**src/rtl/alu_pkg.sv**
```systemverilog
// alu_pkg: opcodes, FSM state encoding and small helpers shared by the
// sequential ALU (alu_seq) and its iterative multiplier (alu_mul_iter).
package alu_pkg;

    localparam logic [2:0] OP_ADD = 3'b000;
    localparam logic [2:0] OP_SHR = 3'b001;
    localparam logic [2:0] OP_SUB = 3'b010;
    localparam logic [2:0] OP_SHL = 3'b011;
    localparam logic [2:0] OP_AND = 3'b100;
    localparam logic [2:0] OP_OR  = 3'b101;
    localparam logic [2:0] OP_XOR = 3'b110;
    localparam logic [2:0] OP_MUL = 3'b111;

    typedef enum logic [1:0] {
        ST_IDLE = 2'd0,
        ST_BUSY = 2'd1,
        ST_DONE = 2'd2
    } state_t;

    // True for the two variable-shift opcodes
    function automatic logic isShift(input logic [2:0] op);
        return (op == OP_SHR) || (op == OP_SHL);
    endfunction

endpackage

```
**src/rtl/alu_mul_iter.sv**
```systemverilog
// alu_mul_iter: N-iteration shift-add multiplier. A start pulse loads the
// operands; one partial product is accumulated per cycle. o_done is high
// during the last iteration and o_product then already includes that last
// partial product, so the caller can latch it on the same edge.
module alu_mul_iter #(
    parameter int N  = 16,
    parameter int CW = $clog2(N) + 1
) (
    input  logic           i_clk,
    input  logic           i_reset,
    input  logic           i_start,
    input  logic [N-1:0]   i_a,
    input  logic [N-1:0]   i_b,
    output logic           o_done,
    output logic [2*N-1:0] o_product
);

    logic [2*N-1:0] r_mcand;
    logic [N-1:0]   r_mplier;
    logic [2*N-1:0] r_acc;
    logic [CW-1:0]  r_cnt;
    logic           r_busy;
    logic [2*N-1:0] w_accNext;

    assign w_accNext = r_acc + (r_mplier[0] ? r_mcand : '0);
    assign o_done    = r_busy && (r_cnt == CW'(1));
    assign o_product = w_accNext;

    // Load on start, then shift the multiplicand left and the multiplier right each iteration
    always_ff @(posedge i_clk) begin
        if (i_reset) begin
            r_mcand  <= '0;
            r_mplier <= '0;
            r_acc    <= '0;
            r_cnt    <= '0;
            r_busy   <= 1'b0;
        end else if (i_start) begin
            r_mcand  <= {{N{1'b0}}, i_a};
            r_mplier <= i_b;
            r_acc    <= '0;
            r_cnt    <= CW'(N);
            r_busy   <= 1'b1;
        end else if (r_busy) begin
            r_acc    <= w_accNext;
            r_mcand  <= r_mcand << 1;
            r_mplier <= r_mplier >> 1;
            r_cnt    <= r_cnt - CW'(1);
            if (r_cnt == CW'(1)) begin
                r_busy <= 1'b0;
            end
        end
    end

endmodule

```
**src/rtl/alu_seq.sv**
```systemverilog
// alu_seq: sequential ALU with valid/ready handshakes on both sides.
// add/sub/logic and shift-by-0 finish on the accept edge; variable shifts
// take one extra cycle per bit; multiply takes N extra cycles.
// Build option: define ALU_MUL_EN to enable the iterative multiplier;
// without it opcode 111 completes at once with q=0.
module alu_seq
    import alu_pkg::*;
#(
    parameter int N   = 16,
    parameter int SHW = $clog2(N)
) (
    input  logic         i_clk,
    input  logic         i_reset,
    input  logic         i_valid,
    output logic         o_ready,
    input  logic [N-1:0] i_a,
    input  logic [N-1:0] i_b,
    input  logic [2:0]   i_control,
    output logic         o_valid,
    input  logic         i_ready,
    output logic [N-1:0] q,
    output logic         mayor,
    output logic         paridad,
    output logic         cero
);

    state_t           r_state;
    logic             r_ready;
    logic             r_valid;
    logic [2:0]       r_op;
    logic [N-1:0]     r_sh;
    logic [SHW-1:0]   r_cnt;

    logic [N:0]       w_sum;
    logic [N-1:0]     w_res;
    logic             w_mayor;
    logic [SHW-1:0]   w_amt;
    logic             w_multi;
    logic [N-1:0]     w_shNext;
    logic             w_shOut;

    assign o_ready = r_ready;
    assign o_valid = r_valid;
    assign w_sum   = {1'b0, i_a} + {1'b0, i_b};
    assign w_amt   = i_b[SHW-1:0];

`ifdef ALU_MUL_EN
    logic             w_mulStart;
    logic             w_mulDone;
    logic [2*N-1:0]   w_product;

    assign w_multi    = (isShift(i_control) && (w_amt != '0)) || (i_control == OP_MUL);
    assign w_mulStart = (r_state == ST_IDLE) && i_valid && (i_control == OP_MUL);

    alu_mul_iter #(.N(N)) u_mul (
        .i_clk     (i_clk),
        .i_reset   (i_reset),
        .i_start   (w_mulStart),
        .i_a       (i_a),
        .i_b       (i_b),
        .o_done    (w_mulDone),
        .o_product (w_product)
    );
`else
    assign w_multi = isShift(i_control) && (w_amt != '0);
`endif

    // Single-cycle result and flag from the live operands, used on the accept edge
    always_comb begin
        w_res   = '0;
        w_mayor = 1'b0;
        case (i_control)
            OP_ADD: begin
                w_res   = w_sum[N-1:0];
                w_mayor = w_sum[N];
            end
            OP_SUB: begin
                w_res   = i_a - i_b;
                w_mayor = (i_a > i_b);
            end
            OP_SHR, OP_SHL: w_res = i_a;
            OP_AND: w_res = i_a & i_b;
            OP_OR:  w_res = i_a | i_b;
            OP_XOR: w_res = i_a ^ i_b;
            default: ;
        endcase
    end

    // One-bit shift step applied to the working register while BUSY
    always_comb begin
        w_shNext = r_sh >> 1;
        w_shOut  = r_sh[0];
        if (r_op == OP_SHL) begin
            w_shNext = r_sh << 1;
            w_shOut  = r_sh[N-1];
        end
    end

    // Handshake FSM with registered ready/valid, result and flags
    always_ff @(posedge i_clk) begin
        if (i_reset) begin
            r_state <= ST_IDLE;
            r_ready <= 1'b1;
            r_valid <= 1'b0;
            r_op    <= OP_ADD;
            r_sh    <= '0;
            r_cnt   <= '0;
            q       <= '0;
            mayor   <= 1'b0;
            paridad <= 1'b0;
            cero    <= 1'b0;
        end else begin
            case (r_state)
                ST_IDLE: begin
                    if (i_valid) begin
                        r_op    <= i_control;
                        r_sh    <= i_a;
                        r_cnt   <= w_amt;
                        r_ready <= 1'b0;
                        if (w_multi) begin
                            r_state <= ST_BUSY;
                        end else begin
                            r_state <= ST_DONE;
                            r_valid <= 1'b1;
                            q       <= w_res;
                            mayor   <= w_mayor;
                            paridad <= w_res[0];
                            cero    <= (w_res == '0);
                        end
                    end
                end
                ST_BUSY: begin
`ifdef ALU_MUL_EN
                    if (r_op == OP_MUL) begin
                        if (w_mulDone) begin
                            r_state <= ST_DONE;
                            r_valid <= 1'b1;
                            q       <= w_product[N-1:0];
                            mayor   <= |w_product[2*N-1:N];
                            paridad <= w_product[0];
                            cero    <= (w_product[N-1:0] == '0);
                        end
                    end else
`endif
                    begin
                        r_sh  <= w_shNext;
                        r_cnt <= r_cnt - SHW'(1);
                        if (r_cnt == SHW'(1)) begin
                            r_state <= ST_DONE;
                            r_valid <= 1'b1;
                            q       <= w_shNext;
                            mayor   <= w_shOut;
                            paridad <= w_shNext[0];
                            cero    <= (w_shNext == '0);
                        end
                    end
                end
                ST_DONE: begin
                    if (i_ready) begin
                        r_state <= ST_IDLE;
                        r_valid <= 1'b0;
                        r_ready <= 1'b1;
                    end
                end
                default: begin
                    r_state <= ST_IDLE;
                    r_ready <= 1'b1;
                    r_valid <= 1'b0;
                end
            endcase
        end
    end

endmodule
```
**config.mk**
```make
export PLATFORM = sky130hd
export DESIGN_NAME = alu_seq
export DESIGN_NICKNAME = d
export VERILOG_FILES = /design/src/rtl/alu_pkg.sv /design/src/rtl/alu_mul_iter.sv /design/src/rtl/alu_seq.sv
export SDC_FILE = /design/constraint.sdc
export NUM_CORES = 1
export LEC_CHECK = 0
export BUFFER_PORTS_ARGS = -buffer_cell sky130_fd_sc_hd__buf_2
export CAP_MARGIN = 10
export CORE_MARGIN = 5
export CORE_UTILIZATION = 30
export CTS_BUF_LIST = sky130_fd_sc_hd__clkbuf_8
export DETAILED_ROUTE_END_ITERATION = 8
export PLACE_DENSITY = 0.51
export SYNTH_ARGS = -nofsm -noshare
export SYNTH_HDL_FRONTEND = slang
export SYNTH_SLANG_ARGS = --single-unit
export TNS_END_PERCENT = 30
```
**constraint.sdc**
```tcl
create_clock -name i_clk -period 7.85 [get_ports i_clk]
set_clock_uncertainty 0.15 [all_clocks]
set_input_delay 0.3925 -clock i_clk [delete_from_list [all_inputs] [get_ports i_clk]]
set_output_delay 0.3925 -clock i_clk [all_outputs]
set_load 0.02 [all_outputs]
```
== Yosys cells after proc, flatten, opt, wreduce, memory -nomap -nowiden ==
Index checks and enable logic that the tools add are counted.

* Memories: 0
* Output and inout bits: 21
* RAM bits: 0
* Memory bits (read-only): 0
* Register bits: 46
* Bits in latches: 0

* Equality and inequality tests: 14
* Reduce and logical (&&, ||, !) cells: 15
* Multiply operators: 0
* Multiplexer cells: 37
* Magnitude comparators: 1
* Shift-type cells: 0
* Add/sub/neg operators: 3
* Bitwise operators: 4
* Divide/modulo/power cells: 0

{| class="wikitable"
|+ Operators with widths
! operator !! number
|-
| $pmux 16 s6 || 1
|-
| $mux 16 || 5
|-
| $pmux 16 s2 || 2
|-
| $logic_not 16->1 || 2
|-
| $add 16x16->17 || 1
|-
| $and 16x16->16 || 1
|-
| $gt 16x16->1 || 1
|-
| $mux 1 || 16
|-
| $or 16x16->16 || 1
|-
| $sub 16x16->16 || 1
|-
| $xor 16x16->16 || 1
|-
| $eq 3x2->1 const B || 3
|-
| $eq 3x3->1 const B || 3
|-
| $mux 2 || 4
|-
| $ne 2x2->1 const B || 4
|-
| $pmux 1 s2 || 4
|-
| $pmux 4 s2 || 1
|-
| $reduce_and 4->1 || 2
|-
| $pmux 1 s3 || 2
|-
| $pmux 2 s3 || 1
|-
| $reduce_and 3->1 || 2
|-
| $eq 4x1->1 const B || 1
|-
| $mux 4 || 1
|-
| $reduce_and 2->1 || 2
|-
| other kinds (12) || 12
|}

== Longest topological paths before layout ==
* Depth after elaboration: 7
* Depth in mapped cells: 13

== Least setup slack after synthesis ==
No wires, ideal clock.

* Kind: input-to-reg
* Start point: input port i_a[4]
* End point: register cero
* Library setup time: 0.084 ns
* Cell stages on the path: 12
* Setup slack: 4.976 ns
* Arrival time: 2.640 ns
* Data required time: 7.616 ns
* Path through: inv_1 ha_1 buf_6 nor2b_2 or4_4 o211ai_2 a21boi_2 a2111oi_4 nor3_2 mux2_4 and2_4 o31ai_2

* Longest elaborated chain between the ends: 6
* Elaborated cells on any way between the ends: 10
* Those cells by class: 2 x add/sub; 4 x mux; 3 x bitwise; 1 x reduce/logical

{| class="wikitable"
|+ RTL lines
! element !! line !! source
|-
| start, declared || alu_seq.sv:16 || <nowiki>input logic [N-1:0] i_a,</nowiki>
|-
| $sub 16x16->16, or another cell as far along || alu_seq.sv:78 || <nowiki>w_res = i_a - i_b;</nowiki>
|-
| $pmux 16 s6 (*) || alu_seq.sv:72 || <nowiki>case (i_control)</nowiki>
|-
| $logic_not 16->1 (*) || alu_seq.sv:128 || <nowiki>cero <= (w_res == '0);</nowiki>
|-
| $mux 1 (*) || alu_seq.sv:120 || <nowiki>if (w_multi) begin</nowiki>
|-
| $mux 1 (*) || alu_seq.sv:115 || <nowiki>if (i_valid) begin</nowiki>
|-
| $pmux 1 s2 (*) || alu_seq.sv:113 || <nowiki>case (r_state)</nowiki>
|-
| end signal, assigned || alu_seq.sv:128 ||
|-
| end signal, assigned || alu_seq.sv:154 || <nowiki>cero <= (w_shNext == '0);</nowiki>
|-
| end, declared || alu_seq.sv:24 || <nowiki>output logic cero</nowiki>
|}

Every way passes the cells marked *; elsewhere a longest branch is shown, timed or not. The select of a mux whose other input is x is not followed.
A chain may end at the register's enable or synchronous reset.

== Worst setup path after layout ==
* Start point: input port i_control[0]
* End point: register cero

* Longest elaborated chain between the ends: 7
* Elaborated cells on any way between the ends: 17
* Those cells by class: 7 x eq/ne; 4 x mux; 6 x reduce/logical

{| class="wikitable"
|+ RTL lines
! element !! line !! source
|-
| start, declared || alu_seq.sv:18 || <nowiki>input logic [2:0] i_control,</nowiki>
|-
| $eq 3x1->1 / $eq 3x2->1 (equally long branches) || alu_pkg.sv:22, alu_seq.sv:72 ||
|-
| $reduce_or 2->1 || alu_seq.sv:72 ||
|-
| $pmux 16 s6 || alu_seq.sv:72 ||
|-
| $logic_not 16->1 || alu_seq.sv:128 ||
|-
| $mux 1 || alu_seq.sv:120 ||
|-
| $mux 1 || alu_seq.sv:115 ||
|-
| $pmux 1 s2 || alu_seq.sv:113 ||
|}

Several ways; a longest one is shown, not always the timed one. The select of a mux whose other input is x is not followed.

==> results.yml <==
synthesis:
  synth_fp_nets: 814
  synthesized_instance_count: 720
  async_set_or_reset_flop_fraction_in_the_synthesized_netlist_pct: 0
  synth_top_flop_cell: "sky130_fd_sc_hd__dfxtp_1"
  synth-warning-count: 0
  synth_top_cell_area_share_pct: 17.07
  synth.cell_area_um2: 5276
  yosysTopAreaCell: "sky130_fd_sc_hd__dfxtp_1"
  mean_instance_size_in_the_synthesized_netlist_um2: 7.328
  synthTopCellsByArea: "sky130_fd_sc_hd__dfxtp_1 17%, sky130_fd_sc_hd__ha_1 13%, sky130_fd_sc_hd__a21oi_1 7.8%, sky130_fd_sc_hd__nor2_1 6.4%, sky130_fd_sc_hd__inv_1 4.1%"
  post_synth_num_cell_types: 84
  ranking_of_synthesized_cells_by_instance_count: "90 x sky130_fd_sc_hd__nor2_1, 82 x sky130_fd_sc_hd__a21oi_1, 57 x sky130_fd_sc_hd__inv_1"
  synth-seq-cells: 45
  synth_edf_count: 0
  ys_seq_area_share_pct: 17.07
  synthMostInstantiatedCell: "sky130_fd_sc_hd__nor2_1"
worst_setup_path:
  cpLargestDelayFamily: "simple AND/OR/NAND/NOR gates"
  worst-endpoint-required_ns: 7.90
  critPathLaunchType: "input pin"
  bufs_and_invs_on_worst_path: 1
  timing.critical_path.cells: "buf_2, nor2b_1, a21oi_2, nor3_1, or2_1, nor4_1, nand4_1, a211oi_2, nand4b_1, o31ai_2"
  r2r_slack_ns: 4.73
  worstSetupEndpointType: "register"
  critPathMaxStageDelay_ns: 0.81
  cell_with_the_largest_stage_delay_on_the_worst_path: "sky130_fd_sc_hd__or2_1"
  cp_data_arrival_time_ns: 3.61
  setup.worst_path.class: "input pin to register"
  crit_fanout: 35
finish:
  fin_util_pct: 32.79
  drive_gt1_share_pct: 14.05
  synthToLayoutAreaGrowth_pct: 7.493
  design.final.nets: 833
  n_antenna_cell: 0
  final_cell_area_um2: 5672
grt:
  grt_antenna_before_repair: 0
  gr-total-overflow: 0
  grt_start_max_net_pins: 46
  grt_pass1_vias: 4969
  grt_pass1_wl_mm: 28.15
  groute.usage.overall_pct: 17.14
timing:
  worst_pin_slew_ns: 1.032
  timing.slew.headroom_pct: 30.92
  ratio_of_final_minimum_period_to_clock_period_pct: 45.39
  endpoints_failing_hold: 0
  rsz0062_at_grt: "false"
  timing.final.crit_period_ns: 3.563
  slew_violations: 0
  fin_tns_setup_ns: 0
  setup_violations: 0
  timing.fmax_mhz: 280.7
power:
  power.share.sequential_pct: 35.2
  power_per_cell_area_nw_per_um2: 135.6
  power_switching_share_pct: 42.28
  cellInternalPower_mw: 0.4437
  share_clk_of_total_power_pct: 18.9
  power_switching_mw: 0.3251
  power.static_leakage_nw: 2.448
  combPwrFrac_pct: 45.9
  worst_ir_drop_vdd_uv: 78.80
clock_network:
  ctsLongestPathBuffers: 2
  cts.sink_count: 45
  holdBufCountCts: 0
  cts.reportedPaths.clkPinSlew_ns: 0.09
  clock_latency_ns: 0.31
  cts_root_buf: "sky130_fd_sc_hd__clkbuf_8"
  cts.repair.resized: 0
  ctsHtreeMaxLevel: 2
  tritoncts: "done"
  cts_post_setup_buffers_inserted: 0
  cts_inserted_buffers: 5
status:
  status: "finished clean"
routing:
  route.vias.total: 5347
  detailroute.wirelength.met3_um: 979
  detail_route.iter0.violations: 465
  top_layer_used: "met4"
  drt_pass1_iterations: 5
  detailroute.wirelength.met2_mm: 8.167
  post_drt_via_cell_ratio: 5.541
  met1Wirelength_mm: 8.287
  drc: 0
  total_wire_length_mm: 17.71
  ant_nets: 0
  drt-wirelength-per-cell_um: 18.35
placed_design:
  dpl_cell_area_um2: 5588
  gpl.final_weighted_congestion: 0.8728
  dpl.hpwl_mm: 13.21
  port_buffers: 59
floorplanning:
  site_rows: 48
  floorplan.die_area_um2: 20340
  io-pin-count: 60
  initial_cell_density_of_the_core_pct: 30.50
  design.core.area_um2: 17300
  floorplan.die.width_um: 142.6
  die_h_um: 142.6
job:
  max_cap_violations: 0
worst_hold_path:
  min_path_type: "input pin to register"
-- path summary, 6_finish.rpt --
check	startpoint	endpoint	cells past startpoint
worst min-delay path	i_ready	r_state[1]	3
worst min register to register	q[12]	q[12]	2
worst max register to register	r_cnt[0]	cero	9
worst max-delay path	i_control[0]	cero	10
-- flip-flops by register name (all words and copies together), names as in the netlist --
register and count:
cero 1, r_state 2, q 16, mayor 1, r_cnt 4, o_ready 1, r_sh 16, r_op 3
o_valid 1
-- kinds of logic after synthesis --
family,Yosys count,share of synthesized area (%)
xor+xnor,11,1.826
flops,45,17.07
simple gates,243,23.03
mux,21,4.600
buf+inv,109,9.794
compound gates,236,30.35
fa+ha+maj,55,13.33
-- cell usage in the layout, fill, tap and decap left out, types with 9 or more instances in the layout --
cell type / netlist / layout
sky130_fd_sc_hd__nand2b_1: 11 / 11
sky130_fd_sc_hd__a21oi_1: 82 / 82
sky130_fd_sc_hd__nor3_1: 14 / 14
sky130_fd_sc_hd__nand3_1: 11 / 11
sky130_fd_sc_hd__nor2_1: 90 / 90
sky130_fd_sc_hd__a211oi_1: 15 / 15
sky130_fd_sc_hd__dfxtp_1: 45 / 45
sky130_fd_sc_hd__o211ai_1: 10 / 10
sky130_fd_sc_hd__inv_1: 57 / 59
sky130_fd_sc_hd__nor4_1: 9 / 9
sky130_fd_sc_hd__buf_2: 9 / 59
sky130_fd_sc_hd__o21ai_0: 32 / 32
sky130_fd_sc_hd__nor2b_1: 19 / 19
sky130_fd_sc_hd__ha_1: 53 / 53
sky130_fd_sc_hd__mux2i_1: 16 / 16
sky130_fd_sc_hd__nand2_1: 42 / 42
-- tightest hold or removal path: cells and delay by family --
kind	cells	cell delay (ns)
buf+inv	1	0.09
simple gates	1	0.10
compound gates	1	0.05
-- power by group through the flow --
stage	sequential (mW)	clock [mW]	combinational [mW]
finish	0.270	0.145	0.353
global route	0.274	0.161	0.391
CTS	0.270	0.150	0.351
detailed placement	0.276	0	0.350
global placement	0.276	0	0.351
floorplan	0.283	0	0.247
-- area by class of cell --
cell class,count,area [um^2]
tap,225,281.5
multi-input combinational,566,3859
fill,1901,11620
clock buffer,5,68.82
timing repair buffer,64,332.8
clock inverter,3,15.01
sequential,45,900.9
inverter,57,214.0
-- routing by layer --
metal | track usage, % | vias to the layer above
met5 | 0 | -
met4 | 3.252 | 0
met3 | 1.875 | 21
met2 | 27.37 | 186
met1 | 25.08 | 2526
li1 | - | 2614
-- through the flow --
| step | worst slack, ns | total power [mW] | hold slack [ns] | cells |
|---|---|---|---|---|
| 6_report | 4.287 | 0.7688 | 0.2209 | 965 |
| 5_1_grt | 4.034 | 0.8266 | 0.2341 | 965 |
| 4_1_cts | 4.264 | 0.7719 | 0.2124 | 965 |
| 2_1_floorplan | 4.976 | 0.5301 | 0.3102 | 720 |
| 3_5_place_dp | 3.926 | 0.6254 | 0.2982 | 957 |
| 3_3_place_gp | 3.993 | 0.6271 | 0.2931 | 957 |
(Power assumes the default switching activity.)
